[src/rtl/move_pulse_gen.sv]
// move_pulse_gen: turns two raw active-low board keys into clean one-cycle
// left/right move pulses for the playfield light-cell row.
//
// Ports:
//   clk      system clock
//   reset    asynchronous, active-high reset
//   key_l_n  raw left key, active-low, asynchronous to clk
//   key_r_n  raw right key, active-low, asynchronous to clk
//   L        registered one-cycle left-move pulse
//   R        registered one-cycle right-move pulse
//
// Parameters:
//   DB_CYCLES      stable cycles needed to accept a press or a release (>= 2)
//   REPEAT_CYCLES  auto-repeat interval in cycles (>= 2)
//
// Build option:
//   AUTOREPEAT_EN  when defined, a held key re-issues its move request every
//                  REPEAT_CYCLES cycles after the initial pulse. When not
//                  defined, each qualified press yields exactly one pulse.

// ---------------------------------------------------------------------------
// move_pulse_chan: one key channel. Two-flop synchroniser, debounce FSM and
// press-request generation. The request is combinational; the top registers
// it after arbitration.
// ---------------------------------------------------------------------------
module move_pulse_chan #(
    parameter int DB_CYCLES     = 16,
    parameter int REPEAT_CYCLES = 64
) (
    input  logic clk,
    input  logic reset,
    input  logic key_n,
    output logic press
);

    localparam int CW = (DB_CYCLES > 2) ? $clog2(DB_CYCLES) : 1;
    localparam logic [CW-1:0] CNT_LAST = CW'(DB_CYCLES - 1);

    // Out-of-range parameters stop elaboration.
    if (DB_CYCLES < 2 || REPEAT_CYCLES < 2) begin : g_bad_param
        $error("move_pulse_chan: DB_CYCLES and REPEAT_CYCLES must be >= 2");
    end

    typedef enum logic [1:0] {
        IDLE     = 2'd0,
        DB_PRESS = 2'd1,
        HELD     = 2'd2,
        DB_REL   = 2'd3
    } state_t;

    logic          sync1;
    logic          sync2;
    logic          pressed;
    state_t        state;
    state_t        state_nxt;
    logic [CW-1:0] cnt;
    logic [CW-1:0] cnt_nxt;
    logic          cnt_last;
    logic          press_db;

    // Synchroniser resets to the released level so nothing fires on
    // reset release; a key already held low is re-qualified from IDLE.
    always_ff @(posedge clk or posedge reset) begin
        if (reset) begin
            sync1 <= 1'b1;
            sync2 <= 1'b1;
        end else begin
            sync1 <= key_n;
            sync2 <= sync1;
        end
    end

    assign pressed  = ~sync2;
    assign cnt_last = (cnt == CNT_LAST);

    always_ff @(posedge clk or posedge reset) begin
        if (reset) begin
            state <= IDLE;
            cnt   <= '0;
        end else begin
            state <= state_nxt;
            cnt   <= cnt_nxt;
        end
    end

    always_comb begin
        state_nxt = state;
        cnt_nxt   = cnt;
        press_db  = 1'b0;
        unique case (state)
            IDLE: begin
                if (pressed) begin
                    state_nxt = DB_PRESS;
                    cnt_nxt   = '0;
                end
            end
            DB_PRESS: begin
                if (!pressed) begin
                    // Press bounce: start over.
                    state_nxt = IDLE;
                    cnt_nxt   = '0;
                end else if (cnt_last) begin
                    state_nxt = HELD;
                    cnt_nxt   = '0;
                    press_db  = 1'b1;
                end else begin
                    cnt_nxt = cnt + 1'b1;
                end
            end
            HELD: begin
                if (!pressed) begin
                    state_nxt = DB_REL;
                    cnt_nxt   = '0;
                end
            end
            DB_REL: begin
                if (pressed) begin
                    // Release bounce: back to HELD without a new pulse.
                    state_nxt = HELD;
                    cnt_nxt   = '0;
                end else if (cnt_last) begin
                    state_nxt = IDLE;
                    cnt_nxt   = '0;
                end else begin
                    cnt_nxt = cnt + 1'b1;
                end
            end
            default: begin
                state_nxt = IDLE;
                cnt_nxt   = '0;
            end
        endcase
    end

`ifdef AUTOREPEAT_EN
    localparam int RW = (REPEAT_CYCLES > 2) ? $clog2(REPEAT_CYCLES) : 1;
    localparam logic [RW-1:0] REP_LAST = RW'(REPEAT_CYCLES - 1);

    logic [RW-1:0] rep_cnt;
    logic [RW-1:0] rep_nxt;
    logic          rep_fire;
    logic          rep_active;
    logic          enter_held;

    // Repeat phase is measured from the last entry into HELD, which is
    // also the edge of the initial pulse for a fresh press.
    assign rep_active = (state == HELD) || (state == DB_REL);
    assign enter_held = (state_nxt == HELD) && (state != HELD);

    always_comb begin
        rep_nxt  = rep_cnt;
        rep_fire = 1'b0;
        if (rep_active && (rep_cnt == REP_LAST)) begin
            rep_fire = 1'b1;
        end
        if (enter_held) begin
            rep_nxt = '0;
        end else if (rep_active) begin
            rep_nxt = rep_fire ? '0 : rep_cnt + 1'b1;
        end
    end

    always_ff @(posedge clk or posedge reset) begin
        if (reset) begin
            rep_cnt <= '0;
        end else begin
            rep_cnt <= rep_nxt;
        end
    end

    assign press = press_db | rep_fire;
`else
    assign press = press_db;
`endif

endmodule

// ---------------------------------------------------------------------------
// move_pulse_gen: two channels plus tie arbitration. A same-cycle request
// from both keys is dropped rather than deferred.
// ---------------------------------------------------------------------------
module move_pulse_gen #(
    parameter int DB_CYCLES     = 16,
    parameter int REPEAT_CYCLES = 64
) (
    input  logic clk,
    input  logic reset,
    input  logic key_l_n,
    input  logic key_r_n,
    output logic L,
    output logic R
);

    logic press_l;
    logic press_r;

    move_pulse_chan #(
        .DB_CYCLES    (DB_CYCLES),
        .REPEAT_CYCLES(REPEAT_CYCLES)
    ) u_chan_l (
        .clk  (clk),
        .reset(reset),
        .key_n(key_l_n),
        .press(press_l)
    );

    move_pulse_chan #(
        .DB_CYCLES    (DB_CYCLES),
        .REPEAT_CYCLES(REPEAT_CYCLES)
    ) u_chan_r (
        .clk  (clk),
        .reset(reset),
        .key_n(key_r_n),
        .press(press_r)
    );

    always_ff @(posedge clk or posedge reset) begin
        if (reset) begin
            L <= 1'b0;
            R <= 1'b0;
        end else begin
            L <= press_l & ~press_r;
            R <= press_r & ~press_l;
        end
    end

endmodule

[config.mk]
export PLATFORM = sky130hd
export DESIGN_NAME = move_pulse_gen
export DESIGN_NICKNAME = d
export VERILOG_FILES = /design/src/rtl/move_pulse_gen.sv
export SDC_FILE = /design/constraint.sdc
export NUM_CORES = 1
export LEC_CHECK = 0
export CORE_MARGIN = 3
export CORE_UTILIZATION = 30
export CTS_CLUSTER_SIZE = 12
export DETAILED_ROUTE_END_ITERATION = 8
export PLACE_DENSITY = 0.58
export SYNTH_ARGS = -nofsm -noshare
export SYNTH_HDL_FRONTEND = slang
export SYNTH_HIERARCHICAL = 1
export SYNTH_SLANG_ARGS = --single-unit
[constraint.sdc]
create_clock -name clk -period 1.2 [get_ports clk]
set_input_delay 0.24 -clock clk [delete_from_list [all_inputs] [get_ports clk]]
set_output_delay 0.24 -clock clk [all_outputs]
set_load 0.01 [all_outputs]
==> implementation parameters <==
Parameter                              Value

Pwr
  Internal power    approximately 0.0009 W
  Part of the power in the clock network    0.314
  Worst IR Drop VDD    about 0.78 mV
  Switching portion of total power    0.230
  Leakage power    approximately 0.53 nW
  Fraction of power consumed by sequential logic    0.562
  Combinational share of power    0.124
  Power per standard cell area    roughly 1000 nW/um^2
  Switching power summed over all nets    0.000269 W

Yosys
  Synthesized Nets    77
  Library cell occupying the most area in the post-synthesis netlist    dfrtp_1
  FF+latch count, synth    18
  Number of flops mapped to enable cells by yosys    0
  Gate Count Post-Synth    around 70
  Mapped Area    about 800 um^2
  Async set-reset flop share out of synthesis    1.00
  Synth Flop Type    dfrtp_1
  Post-synthesis sequential area ratio    0.564
  Yosys top cell area share    0.434
  Average size of a mapped cell    11.4 um^2
  Yosys warning count    6
  Count of unique library cells instantiated by Yosys    19
  Synth top area cells    dfrtp_1 43%, dfstp_2 13%, nand3_1 5.0%

Hold path
  Hold Crit Class    primary input to asynchronous set/reset pin

Clock tree
  Max Buffers Root-to-Sink    2
  Clk pin slew, worst setup/hold paths    0.10 ns
  Total CTS buffers    3
  H-Tree Depth    1
  Cell at the root of the clock tree    clkbuf_4
  Number of buffers inserted for hold repair after clock tree synthesis    0
  Clock tree from TritonCTS    yes
  Later-pin clock latency in the skew report    0.29 ns
  Sinks on the clock net    18

Timing
  Worst-Margin Slew    between 0.3 and 0.4 ns
  RSZ-0062 raised after global routing    yes
  # setup viols final    10
  Share of the clock period used by the worst path after layout    1.07
  Worst slew margin relative to its limit    0.791
  Highest clock frequency the design can meet    780 MHz
  Final worst-path setup slack    -0.0813 ns
  Final count of hold timing violations    0
  Total Negative Setup Slacks    -0.311 ns
  Min Clock Period, post-route    1.28 ns
  Worst hold slack after final layout    0.163 ns
  Max-slew violation count    0
  Worst Clk Skew    0.000923 ns

Route
  Average vias per placed instance    between 4 and 5
  Total iterations of the first detailed-routing run    5
  Initial DRC Count    6
  DR DRC count    0
  Remaining number of nets flagged by the antenna check after routing    0
  Routed length per placed instance    11.9 um
  DRT Wirelength    1540 um
  Vias    roughly 630

Finish
  Share of cells above drive strength 1    0.505
  Area growth syn-to-layout    45.0%
  Antenna Diode Count    0
  # nets final    106
  Post-route core utilization    0.464

Global routing
  Wire length of the first global-routing pass    ~2500 um
  Global route total overflow    0
  Via count of the first global-routing pass    584
  Maximum number of pins on one net before global-route repair    11
  Initial antenna violation count    0
  GRT Overall Usage    0.0943

Die
  Core region area    2520 um^2
  Number of core rows    18
  Die Ht    about 58 um
  I/O pin cnt    6
  Initial core utilization    0.320
  DIE WIDTH    57.9 um
  Die ar.    roughly 3300 um^2

Status
  Failing checks    setup timing
  Status    finished, violations left

Worst setup path
  List of cells traversed by the critical path    xor2_4, or4_4, nand3_2
  Worst-path fanout max    8
  Startpoint-to-endpoint class of the critical path    flop to flop
  Sum of buffers and inverters on the critical path    0
  Kind of end point of the critical path    flop
  Delay-heaviest family, CP    flip-flops
  Kind of launch point of the worst setup path    flop
  Data arrival, critical path    1.51 ns
  Critical Path Slowest Stage Cell    dfstp_2
  Register-to-register path setup slack    -0.08 ns
  Largest incremental delay on the critical path    about 0.60 ns
  Critical Path RT    1.43 ns

Place
  Port Buffers    5
  Final GP Congestion    roughly 0.77
  HPWL after detailed placement    1050 um

Flow run
  Max-Cap Viols    0
## metrics by stage
| step | power (W) | cell area, um^2 | cells | setup WS (ns) |
|---|---|---|---|---|
| after floorplan | 0.000722 | 835 | 71 | -0.0328 |
| after global placement | 0.000782 | 1030 | 121 | -0.0666 |
| after detailed placement | 0.000784 | 1030 | 121 | -0.0777 |
| after CTS | 0.00116 | 1100 | 129 | -0.0776 |
| after global routing | 0.00123 | 1170 | 129 | -0.121 |
| final | 0.00117 | 1170 | 129 | -0.0813 |
## synthesized netlist by cell type, drive strengths merged, types with 3 or more instances
cell	n
inv	5
nand2	8
dfrtp	14
o21ai	4
nand3	8
dfstp	4
and2b	3
nor3	4
## power groups by stage
stage	combinational [W]	sequential (W)	clock, W
2_1_floorplan	0.0000565	0.000666	0
3_3_place_gp	0.000119	0.000662	0
3_5_place_dp	0.000120	0.000664	0
4_1_cts	0.000132	0.000652	0.000377
5_1_grt	0.000162	0.000660	0.000407
6_report	0.000145	0.000657	0.000367
## final cells by class
| type | instances | area, um^2 |
|---|---|---|
| Sequential cell | 18 | 457 |
| Multi-Input combinational cell | 48 | 420 |
| Inverter | 5 | 18.8 |
| Timing Repair Buffer | 24 | 200 |
| Fill cell | 237 | 1350 |
| Clock buffer | 4 | 36.3 |
| Tap cell | 30 | 37.5 |
## worst paths after layout
check | startpoint | endpoint | cells past startpoint
setup / recovery | u_chan_l/sync2 | u_chan_l/cnt[3] | 3
hold / removal | reset | L | 2
setup reg to reg | u_chan_l/sync2 | u_chan_l/cnt[3] | 3
hold reg to reg | u_chan_l/sync1 | u_chan_l/sync2 | 0
max in group asynchronous | reset | u_chan_r/sync1 | 2
min in group clk | key_l_n | u_chan_l/sync1 | 1
## kinds of logic after synthesis
| group | Yosys count | share of synthesized area |
|---|---|---|
| xor gates and xnor gates | 4 | 0.0620 |
| and+or+nand+nor | 28 | 0.186 |
| DFF | 18 | 0.564 |
| AOI/OAI and AO/OA | 14 | 0.133 |
| buffers and inverters | 5 | 0.0233 |
| adders and majority gates | 2 | 0.0310 |
## layer usage
layer / wire length [um] / global-route usage / up-vias
met5: 0 / 0 / -
met4: 0 / 0.0199 / 0
met3: 41 / 0.0267 / 0
met2: 754 / 0.140 / 11
met1: 744 / 0.137 / 311
li1: - / - / 310
## cell usage in the layout, fill, tap and decap left out, drive strengths merged
cell | netlist | routed
nand3 | 8 | 8
nor2b | 1 | 1
nor3 | 4 | 4
dfstp | 4 | 4
xor2 | 2 | 2
dfrtp | 14 | 14
nand2 | 8 | 8
ha | 2 | 2
xnor2 | 2 | 2
clkbuf | 0 | 4
nand4 | 2 | 2
o22ai | 2 | 2
o21ai | 4 | 4
a21o | 2 | 2
or4 | 2 | 2
a31o | 2 | 2
clkdlybuf4s50 | 0 | 3
buf | 0 | 19
a211o | 2 | 2
a311o | 2 | 2
and2b | 3 | 3
clkdlybuf4s15 | 0 | 2
inv | 5 | 5
## repair_timing
| action | 4_1_cts | 5_1_grt |
|---|---|---|
| setup endpoints to repair | 11 | 15 |
| pin swaps | 2 | 4 |
| setup buffers | 4 | 0 |
| resized for setup | 4 | 16 |
(Power assumes the default switching activity.)
